--- config.mk ---
export PLATFORM = sky130hd
export DESIGN_NAME = seg_scan_capture
export DESIGN_NICKNAME = d
export VERILOG_FILES = /design/src/rtl/seg_scan_capture.sv
export SDC_FILE = /design/constraint.sdc
export NUM_CORES = 1
export LEC_CHECK = 0
export CAP_MARGIN = 20
export CORE_MARGIN = 1.5
export CORE_UTILIZATION = 56
export CTS_CLUSTER_DIAMETER = 100
export DETAILED_ROUTE_END_ITERATION = 16
export HOLD_SLACK_MARGIN = 0.03
export PLACE_DENSITY = 0.75
export SLEW_MARGIN = 5
export SYNTH_ARGS = -nofsm -noshare
export SYNTH_HDL_FRONTEND = slang
export SYNTH_SLANG_ARGS = --single-unit
--- constraint.sdc ---
create_clock -name clk -period 3.95 [get_ports clk]
set_clock_uncertainty 0.2 [all_clocks]
set_input_delay 0.395 -clock clk [delete_from_list [all_inputs] [get_ports clk]]
set_output_delay 0.395 -clock clk [all_outputs]
set_load 0.03 [all_outputs]
--- src/rtl/seg_scan_capture.sv ---
// seg_scan_capture: recovers hex nibbles from a multiplexed, active-low
// seven-segment display and publishes one packed frame per full scan.
module seg_scan_capture #(
  parameter int unsigned NUM_DIGITS    = 4,
  parameter int unsigned STABLE_CYCLES = 4
) (
  input  logic                    clk,
  input  logic                    rst_n,
  input  logic [NUM_DIGITS-1:0]   dig_en_n,
  input  logic [6:0]              seg_n,
  output logic                    frame_valid,
  output logic [4*NUM_DIGITS-1:0] frame_value,
  output logic [NUM_DIGITS-1:0]   frame_err
);

  localparam int unsigned     CW      = $clog2(STABLE_CYCLES + 1);
  localparam logic [CW-1:0]   CNT_MAX = CW'(STABLE_CYCLES);

  typedef enum logic [1:0] {
    IDLE  = 2'd0,
    TRACK = 2'd1,
    HELD  = 2'd2
  } state_e;

  logic [NUM_DIGITS-1:0]   en_meta_q, en_sync_q, en_prev_q;
  logic [6:0]              seg_meta_q, seg_sync_q, seg_prev_q;
  logic [6:0]              seg_code;
  state_e                  state_q, state_d;
  logic [CW-1:0]           cnt_q, cnt_d;
  logic                    sample_valid, sample_same, capture, frame_full;
  logic [3:0]              dec_val;
  logic                    dec_err;
  logic [NUM_DIGITS-1:0]   cap_oh, mask_q, mask_d;
  logic [NUM_DIGITS-1:0]   slot_err_q, frame_err_q;
  logic [4*NUM_DIGITS-1:0] slot_val_q, frame_value_q;
  logic                    frame_valid_q;

  // Two-flop synchronizer plus the previous synchronized sample; reset to
  // the inactive (all-high) level so no digit appears strobed after reset.
  always_ff @(posedge clk or negedge rst_n) begin
    if (!rst_n) begin
      en_meta_q  <= '1;
      en_sync_q  <= '1;
      en_prev_q  <= '1;
      seg_meta_q <= '1;
      seg_sync_q <= '1;
      seg_prev_q <= '1;
    end else begin
      en_meta_q  <= dig_en_n;
      en_sync_q  <= en_meta_q;
      en_prev_q  <= en_sync_q;
      seg_meta_q <= seg_n;
      seg_sync_q <= seg_meta_q;
      seg_prev_q <= seg_sync_q;
    end
  end

  assign sample_valid = $onehot(~en_sync_q);
  assign sample_same  = (en_sync_q == en_prev_q) && (seg_sync_q == seg_prev_q);
  assign seg_code     = ~seg_sync_q;

  // Segment pattern (active-high gfedcba) to hex nibble; anything else is an error.
  always_comb begin
    dec_val = 4'h0;
    dec_err = 1'b0;
    case (seg_code)
      7'h3F: dec_val = 4'h0;
      7'h06: dec_val = 4'h1;
      7'h5B: dec_val = 4'h2;
      7'h4F: dec_val = 4'h3;
      7'h66: dec_val = 4'h4;
      7'h6D: dec_val = 4'h5;
      7'h7D: dec_val = 4'h6;
      7'h07: dec_val = 4'h7;
      7'h7F: dec_val = 4'h8;
      7'h6F: dec_val = 4'h9;
      7'h77: dec_val = 4'hA;
      7'h7C: dec_val = 4'hB;
      7'h39: dec_val = 4'hC;
      7'h5E: dec_val = 4'hD;
      7'h79: dec_val = 4'hE;
      7'h71: dec_val = 4'hF;
      default: dec_err = 1'b1;
    endcase
  end

  // FSM state and stability counter register.
  always_ff @(posedge clk or negedge rst_n) begin
    if (!rst_n) begin
      state_q <= IDLE;
      cnt_q   <= '0;
    end else begin
      state_q <= state_d;
      cnt_q   <= cnt_d;
    end
  end

  // Next-state: count identical valid samples, capture on the STABLE_CYCLES-th.
  always_comb begin
    state_d = state_q;
    cnt_d   = cnt_q;
    capture = 1'b0;
    case (state_q)
      IDLE: begin
        if (sample_valid) begin
          state_d = TRACK;
          cnt_d   = CW'(1);
        end
      end
      TRACK: begin
        if (!sample_valid) begin
          state_d = IDLE;
          cnt_d   = '0;
        end else if (!sample_same) begin
          cnt_d = CW'(1);
        end else begin
          // cnt_q stays below CNT_MAX in TRACK, so this increment cannot wrap.
          cnt_d = cnt_q + CW'(1);
          if (cnt_d == CNT_MAX) begin
            state_d = HELD;
            capture = 1'b1;
          end
        end
      end
      HELD: begin
        if (!sample_same) begin
          if (sample_valid) begin
            state_d = TRACK;
            cnt_d   = CW'(1);
          end else begin
            state_d = IDLE;
            cnt_d   = '0;
          end
        end
      end
      default: begin
        state_d = IDLE;
        cnt_d   = '0;
      end
    endcase
  end

  // A full mask publishes this cycle; a concurrent capture seeds the fresh mask.
  always_comb begin
    cap_oh     = capture ? ~en_sync_q : '0;
    frame_full = &mask_q;
    mask_d     = frame_full ? cap_oh : (mask_q | cap_oh);
  end

  // Slot storage, completion mask and published frame registers.
  always_ff @(posedge clk or negedge rst_n) begin
    if (!rst_n) begin
      mask_q        <= '0;
      slot_val_q    <= '0;
      slot_err_q    <= '0;
      frame_valid_q <= 1'b0;
      frame_value_q <= '0;
      frame_err_q   <= '0;
    end else begin
      mask_q        <= mask_d;
      frame_valid_q <= frame_full;
      if (frame_full) begin
        frame_value_q <= slot_val_q;
        frame_err_q   <= slot_err_q;
      end
      for (int unsigned k = 0; k < NUM_DIGITS; k++) begin
        if (cap_oh[k]) begin
          slot_val_q[4*k +: 4] <= dec_val;
          slot_err_q[k]        <= dec_err;
        end
      end
    end
  end

  assign frame_valid = frame_valid_q;
  assign frame_value = frame_value_q;
  assign frame_err   = frame_err_q;

endmodule

==> results of run 1 <==
## per-layer routing
layer | GRT usage [%] | up-vias | wire length, um
met1 | 26.5 | 1054 | 2590
met4 | 6.90 | 0 | 84
met2 | 31.3 | 63 | 2660
li1 | - | 1019 | -
met5 | 0 | - | 0
met3 | 5.80 | 9 | 247
## state kept, by name (all words and copies together), names as in the netlist
register	flops
slot_val_q	16
seg_prev_q	7
en_prev_q	4
slot_err_q	4
en_meta_q	4
seg_meta_q	7
state_q	2
frame_value	16
frame_valid	1
mask_q	4
en_sync_q	4
frame_err	4
cnt_q	3
seg_sync_q	7
## cell type report
type / count / area share [%]
Sequential cell: 83 / 53.3
Clock inverter: 3 / 0.567
Clock buffer: 13 / 5.07
Tap cell: 75 / 2.36
Inverter: 11 / 1.04
Multi-Input combinational cell: 175 / 29.2
Timing Repair Buffer: 34 / 8.44
## worst max-delay path: stages (launching register included)
cell and delay (ns):
dfstp_2 0.61, fa_1 0.44, inv_1 0.07, ha_1 0.14, ha_1 0.22, nor2_1 0.10, nand2_1 0.11, or3_1 0.53
nor3_2 0.43, mux2_2 0.39
## worst paths after layout
| kind | start | to | slack, ns | cells past startpoint |
|---|---|---|---|---|
| min in group clk | en_meta_q[1] | en_sync_q[1] | 0.15 | 0 |
| worst max register to register | en_sync_q[1] | slot_err_q[3] | 0.60 | 9 |
| worst min register to register | en_meta_q[1] | en_sync_q[1] | 0.15 | 0 |
| worst max-delay path | en_sync_q[1] | slot_err_q[3] | 0.60 | 9 |
| worst min-delay path | rst_n | cnt_q[0] | 0.008 | 1 |
| max in group asynchronous | rst_n | frame_value[12] | 2.93 | 1 |
## cells by family (layout without fill, tap and decap cells)
family                   count (synthesis)  count (layout)  share of synthesized area (%)
AO/OA/AOI/OAI                           22              22                           4.74
XOR/XNOR                                13              13                           3.37
adder cells (fa/ha/maj)                  5               5                           2.07
buffers and inverters                   23              61                           3.07
flip-flops                              83              83                           62.7
multiplexers                            21              21                           6.99
AND/OR/NAND/NOR                        114             114                           17.1
## power groups by stage
stage,Sequential (mW),Combinational (mW),Clock [mW]
4_1_cts,0.914,0.0917,0.662
3_3_place_gp,0.929,0.0883,0
3_5_place_dp,0.930,0.0906,0
2_1_floorplan,0.916,0.0618,0
6_report,0.915,0.0896,0.646
5_1_grt,0.920,0.105,0.693
## through the flow
step | power (mW) | setup WS (ns) | instance area [um2] | util (%)
6_report | 1.65 | 0.599 | 3970 | 67.5
5_1_grt | 1.72 | 0.486 | 3970 | 67.5
4_1_cts | 1.67 | 0.590 | 3970 | 67.5
3_5_place_dp | 1.02 | 0.610 | 3750 | 63.7
3_3_place_gp | 1.02 | 0.711 | 3750 | 63.7
2_1_floorplan | 0.978 | 0.859 | 3380 | -
## layout by cell type (no fill, tap or decap), drive strengths merged, types with 2 or more instances in the layout
cell type / n
a21o: 4
a211oi: 2
or3: 2
nor2: 7
nor3: 8
nor4bb: 3
buf: 2
a21oi: 3
dfrtp: 50
nand4b: 2
nand3: 6
nor2b: 2
nand2: 68
xor2: 12
clkbuf: 13
o21ai: 3
o211ai: 3
dfstp: 33
mux2: 21
inv: 13
nor4: 3
nor3b: 3
clkdlybuf4s50: 32
nand4: 4
ha: 4
==> flow_summary.yaml, run 1 <==
status:
  status: "finished, final reports clean"
synth:
  ys.flop_type: "dfrtp_1"
  synth_warnings: 0
  synth_area_leaders: "dfrtp_1 37%, dfstp_2 26%, nand2_1 7.5%"
  synth_area_leader_cell: "dfrtp_1"
  synth_area_um2: 3380
  avgSynthCellArea_um2: 12.0
  synth_top_area_share_pct: 37.0
  synth_commonest_cells: "68 x nand2_1, 50 x dfrtp_1, 33 x dfstp_2"
  synthCells: 281
  yosys_register_bits: 83
  synth_nets: 299
  synth_seq_area_share_pct: 62.7
  synthArstFlopShare_pct: 100
  yosysMostFrequentCell: "nand2_1"
  ys_types: 42
  synth-edff-count: 0
layout:
  instances_no_fill: 394
  diodes: 0
  multi_input_area_um2: 1160
  nets: 332
  drive_gt1_share_pct: 24.5
  register_area_um2: 2120
  nFillCells: 464
  area_growth_pct: 17.5
clocking:
  clock_path_buffers: 2
  clk_pin_slew_ns: 0.08
  cts.sinks: 83
  cts_root_buffer: "clkbuf_8"
  cts_buffers: 9
  h-tree-depth: 3
  cts_tree: "yes"
  clk-insertion-delay-late_ns: 0.35
  cts_resized: 0
  postCtsSetupBuffers: 0
  hold_buffers: 0
setup_path:
  endpoint_kind: "register"
  required_ns: 3.98
  cp_max_fo: 6
  timing_worst_setup_path_type: "reg -> reg"
  start_kind: "register"
  cp.arrival_ns: 3.38
floorplanning:
  die_x_um: 80.7
  start_util_pct: 57.4
  die_area_um2: 6510
  num_io_pins: 34
  core_um2: 5890
  die_height_um: 80.7
  core.rowCount: 28
power:
  swShare_pct: 23.0
  power.share.clock_pct: 39.1
  p_int_mw: 1.27
  combPwrFrac_pct: 5.4
  powerDensity_nw_per_um2: 415
  cellLeakagePower_nw: 1.88
  sequentialPowerShare_pct: 55.4
  peakVddDrop_v: 0.000258
  power_switching_mw: 0.379
drt:
  drt-pass1-iter-count: 5
  antenna_left: 0
  viasPerCell: 5.44
  finalWirelength_um: 5580
  dr.first_iter.drc_count: 139
  vias: 2145
  drc: 0
  routedWlPerCell_um: 14.2
place:
  hpwlAfterDp_um: 3640
  gp_congestion: 0.785
  portBuffers: 33
  post-place-cells: 378
timing:
  max_slew_margin_pct: 35.5
  drv_slew: 0
  final.hold.worst_slack_ns: 0.00791
  finalHoldViolCount: 0
  tightest_slew_ns: 0.968
  fin_tns_setup_ns: 0
  fmax_ghz: 0.298
  layout_min_cycle_time_ns: 3.35
  setup_viol: 0
  rsz0062_at_grt: "false"
  finalCritPeriodShare_pct: 84.8
global_routing:
  grt_max_degree: 84
  first_global_vias: 2119
  grt_pass1_wl_um: 9720
  antenna_found_initial: 0
  overflow: 0
  grtUsageTotal_pct: 19.9
worst_hold_path:
  min_path_type: "in -> async"
run:
  maxCapViolCount: 0
(Power assumes the default switching activity.)
==> inputs of run 2 (changes only) <==
Settings changed: CORE_UTILIZATION 56 to 50, PLACE_DENSITY 0.75 to 0.7.
Clock period 3.95 ns to 3.05 ns, I/O delays scaled along.
==> flow_summary.yaml, run 2 (synthesis gave the netlist of run 1 again) <==
timing:
  fmax_ghz: 0.335
  setup_viol: 0
  finalCritPeriodShare_pct: 97.8
  max_slew_margin_pct: 45.8
  timing.final.ws_setup_ns: 0.0681
  layout_min_cycle_time_ns: 2.98
  final.hold.worst_slack_ns: 0.156
  tightest_slew_ns: 0.811
  finalHoldViolCount: 0
  fin_tns_setup_ns: 0
  drv_slew: 0
layout:
  register_area_um2: 2120
  multi_input_area_um2: 1180
  instances_no_fill: 409
  drive_gt1_share_pct: 27.1
  final_common_cell: "nand2_1"
  diodes: 0
  final_cell_mix: "68 x nand2_1, 50 x dfrtp_1, 33 x dfstp_2"
  area_growth_pct: 21.4
  nets: 345
  nFillCells: 507
floorplanning:
  core_um2: 6460
  die_area_um2: 7260
  start_util_pct: 52.3
  core.rowCount: 29
  num_io_pins: 34
  die_x_um: 85.2
  die_height_um: 85.2
place:
  hpwlAfterDp_um: 3770
  post-place-cells: 385
  post-place-ws_ns: -0.0567
  portBuffers: 33
  gp_congestion: 0.768
power:
  p_total_mw: 2.08
  combPwrFrac_pct: 6.5
  swShare_pct: 23.0
  power.share.clock_pct: 36.7
  powerDensity_nw_per_um2: 508
  peakVddDrop_v: 0.000376
  sequentialPowerShare_pct: 56.8
  power_switching_mw: 0.479
  cellLeakagePower_nw: 1.96
  p_int_mw: 1.60
status:
  violations: "DRC"
  status: "finished, violations left"
global_routing:
  first_global_vias: 2115
  overflow: 0
  grtUsageTotal_pct: 18.1
  antenna_found_initial: 0
  grt_pass1_wl_um: 10100
  grt_max_degree: 84
worst_hold_path:
  min_from: "seg_n[1]"
  min_path_type: "in -> reg"
clocking:
  cts_tree: "yes"
  h-tree-depth: 3
  cts_buffers: 9
  clk_pin_slew_ns: 0.08
  clk-insertion-delay-late_ns: 0.35
  cts_root_buffer: "clkbuf_8"
  cts.sinks: 83
  clock_path_buffers: 2
drt:
  vias: 2195
  dr.first_iter.drc_count: 103
  finalWirelength_um: 5950
  drt-pass1-iter-count: 12
  antenna_left: 0
  viasPerCell: 5.37
  routedWlPerCell_um: 14.6
  drc: 2
setup_path:
  endpoint_kind: "register"
  timing_worst_setup_path_type: "reg -> reg"
  required_ns: 3.08
  cp_max_fo: 5
  r2r-start: "en_sync_q[0]"
  crit_start: "en_sync_q[0]"
  start_kind: "register"
  cp.arrival_ns: 3.01
run:
  maxCapViolCount: 0
==> run 2: power groups by stage <==
stage / clock network [mW] / logic [mW] / registers (mW)
global placement: 0 / 0.122 / 1.20
detailed placement: 0 / 0.125 / 1.20
finish: 0.765 / 0.135 / 1.18
CTS: 0.788 / 0.130 / 1.18
floorplan: 0 / 0.0800 / 1.19
global route: 0.835 / 0.152 / 1.19
==> run 2: path summary, 6_finish.rpt <==
path / to / slack [ns] / depth (start not counted)
hold / removal: seg_meta_q[1] / 0.16 / 1
min in group asynchronous: cnt_q[1] / 0.26 / 2
setup / recovery: slot_val_q[5] / 0.07 / 10
max in group asynchronous: seg_meta_q[4] / 1.73 / 3
setup reg to reg: slot_val_q[5] / 0.07 / 10
hold reg to reg: en_sync_q[2] / 0.16 / 0
==> run 2: worst max-delay path: stages, from the launching register on <==
cell     delay (ns)
dfstp_2        0.38
fa_1           0.52
inv_1          0.04
ha_1           0.17
ha_1           0.27
nor2_1         0.10
nand2_1        0.08
or3_4          0.41
nor3_4         0.23
buf_6          0.14
mux2_2         0.32
==> run 2: metal layers <==
metal / vias up / GRT usage [%] / wire, um
met5: - / 0 / 0
met4: 0 / 7.60 / 87
met3: 8 / 4.38 / 175
met2: 43 / 27.8 / 2850
met1: 1103 / 24.9 / 2850
li1: 1041 / - / -
==> run 2: final cells by class <==
class / count / share of cell area [%]
Clock buffer: 13 / 4.39
Clock inverter: 3 / 0.457
Inverter: 11 / 1.01
Multi-Input combinational cell: 175 / 28.9
Sequential cell: 83 / 51.6
Tap cell: 77 / 2.35
Timing Repair Buffer: 47 / 11.3
==> run 2: stage by stage <==
stage | utilization (%) | area, um2
finish | 63.5 | 4100
CTS | 62.4 | 4030
global placement | 58.7 | 3790
detailed placement | 58.7 | 3790
floorplan | - | 3390
global route | 63.5 | 4100
==> run 2: what timing repair did <==
| item | in CTS | in global routing |
|---|---|---|
| endpoints found under the hold margin | 50 | 0 |
| setup buffers | 3 | 4 |
| resized for setup | 1 | 9 |
| hold buffers | 1 | 0 |
| pin swaps | 2 | 5 |
| endpoints found under the setup margin | 20 | 20 |
==> inputs of run 3 (changes only) <==
Settings changed: ABC_AREA from default to 1, CORE_UTILIZATION 50 to 51, PLACE_DENSITY 0.7 to 0.71, SKIP_CTS_REPAIR_TIMING from default to 1.
==> flow_summary.yaml, run 3 <==
timing:
  setup_viol: 0
  max_slew_margin_pct: 34.0
  fmax_ghz: 0.348
  finalCritPeriodShare_pct: 94.1
  layout_min_cycle_time_ns: 2.87
  rsz0062_at_grt: "false"
  drv_slew: 0
  fin_tns_setup_ns: 0
  finalHoldViolCount: 0
  tightest_slew_ns: 0.990
synth:
  synth_area_leaders: "dfrtp_1 36%, dfstp_2 25%, nand2_1 13%"
  synth-edff-count: 0
  synth_area_um2: 3510
  synthArstFlopShare_pct: 100
  yosysMostFrequentCell: "nand2_1"
  ys_types: 24
  synth_area_leader_cell: "dfrtp_1"
  synthCells: 347
  synth_warnings: 0
  synth_nets: 365
  synth_seq_area_share_pct: 60.4
  synth_commonest_cells: "117 x nand2_1, 50 x dfrtp_1, 33 x dfstp_2"
  synth_top_area_share_pct: 35.7
  yosys_register_bits: 83
  avgSynthCellArea_um2: 10.1
  ys.flop_type: "dfrtp_1"
clocking:
  cts_root_buffer: "clkbuf_8"
  clk_pin_slew_ns: 0.07
  cts_tree: "yes"
  cts.sinks: 83
  cts_buffers: 9
  clk-insertion-delay-late_ns: 0.35
  clock_path_buffers: 2
  h-tree-depth: 3
layout:
  diodes: 0
  drive_gt1_share_pct: 23.3
  nets: 408
  area_growth_pct: 18.9
  final_common_cell: "nand2_1"
  final_util_pct: 62.1
  final_cell_mix: "117 x nand2_1, 50 x dfrtp_1, 33 x dfstp_2"
global_routing:
  overflow: 0
  first_global_vias: 2301
  grt_pass1_wl_um: 10500
  grtUsageTotal_pct: 18.6
  grt_max_degree: 84
  antenna_found_initial: 0
floorplanning:
  die_x_um: 86.0
  die_height_um: 86.0
  core.rowCount: 30
  die_area_um2: 7390
  num_io_pins: 34
  core_um2: 6720
  start_util_pct: 52.2
drt:
  finalWirelength_um: 6090
  antenna_left: 0
  dr.first_iter.drc_count: 132
  vias: 2398
  drt-pass1-iter-count: 4
  drc: 0
  viasPerCell: 5.05
  routedWlPerCell_um: 12.8
setup_path:
  r2r_setup_slack_ns: 0.18
  endpoint_kind: "register"
  start_kind: "register"
  cp.arrival_ns: 2.90
  timing_worst_setup_path_type: "reg -> reg"
  cp_max_fo: 8
  required_ns: 3.08
place:
  gp_congestion: 0.775
  hpwlAfterDp_um: 4280
  portBuffers: 33
run:
  maxCapViolCount: 0
power:
  cellLeakagePower_nw: 2.15
  peakVddDrop_v: 0.000315
  powerDensity_nw_per_um2: 568
worst_hold_path:
  min_path_type: "reg -> reg"
status:
  status: "finished, final reports clean"
## run 3: changes by cell type after synthesis, sizes merged, moves of 5 or more
cell / delta
inv: +26
clkbuf: -8
nand2: +49
nor2: +22
nand3: +19
xor2: -11
o21ai: +5
## run 3: cell type report
type / instances / area, um2
Clock buffer: 11 / 131
Clock inverter: 5 / 125
Fill cell: 572 / 2540
Inverter: 37 / 139
Multi-Input combinational cell: 223 / 1210
Sequential cell: 83 / 2120
Tap cell: 80 / 100
Timing Repair Buffer: 36 / 353
## run 3: kinds of logic (layout without fill, tap and decap cells)
kind of cell / count (synthesis) / count (layout) / synth area share [%]
AOI/OAI and AO/OA: 9 / 9 / 1.28
DFF: 83 / 83 / 60.4
xor gates and xnor gates: 3 / 3 / 0.749
buffers and inverters: 41 / 89 / 5.24
and+or+nand+nor: 186 / 186 / 24.0
adders and majority gates: 5 / 5 / 2.00
muxes: 20 / 20 / 6.42
## run 3: power breakdown
| group | total (mW) | switching (mW) | leakage [nW] | internal [mW] |
|---|---|---|---|---|
| combinational | 0.189 | 0.126 | 0.978 | 0.0637 |
| sequential | 1.19 | 0.0334 | 1.04 | 1.16 |
| clock | 0.991 | 0.365 | 0.128 | 0.626 |
| total | 2.37 | 0.524 | 2.15 | 1.85 |
## run 3: final timing paths
check / start / endpoint / cells after the start
worst max-delay path: en_sync_q[1] / slot_val_q[13] / 10
worst min-delay path: seg_meta_q[3] / seg_sync_q[3] / 0
worst max register to register: en_sync_q[1] / slot_val_q[13] / 10
worst min register to register: seg_meta_q[3] / seg_sync_q[3] / 0
max in group asynchronous: rst_n / state_q[0] / 2
min in group asynchronous: rst_n / frame_value[5] / 2
## run 3: metal layers
| metal | global-route usage [%] | part of all wire [%] | vias up |
|---|---|---|---|
| met4 | 9.68 | 2.4 | 0 |
| met3 | 3.18 | 4.2 | 14 |
| met1 | 23.9 | 46 | 1144 |
| met5 | 0 | 0 | - |
| met2 | 30.4 | 47 | 55 |
| li1 | - | - | 1185 |
## run 3: worst max-delay path: stages (launching register included)
cell and delay (ns):
dfstp_2 0.58, fa_1 0.42, inv_1 0.07, ha_1 0.14
ha_1 0.22, nor3_1 0.28, nand2_1 0.16, inv_1 0.27
nand4_2 0.25, nand2_1 0.12, nand2_1 0.06
## run 3: metrics by stage
step / cell area (um2) / cells / hold WS, ns / worst slack (ns) / power, mW
finish: 4170 / 475 / 0.157 / 0.180 / 2.37
global route: 4170 / 475 / 0.152 / 0.0129 / 2.47
floorplan: 3510 / 347 / -0.191 / 0.443 / 1.33
CTS: 4160 / 474 / -0.0446 / 0.157 / 2.40
global placement: 3910 / 458 / 0.146 / 0.272 / 1.39
detailed placement: 3910 / 458 / 0.147 / 0.175 / 1.40
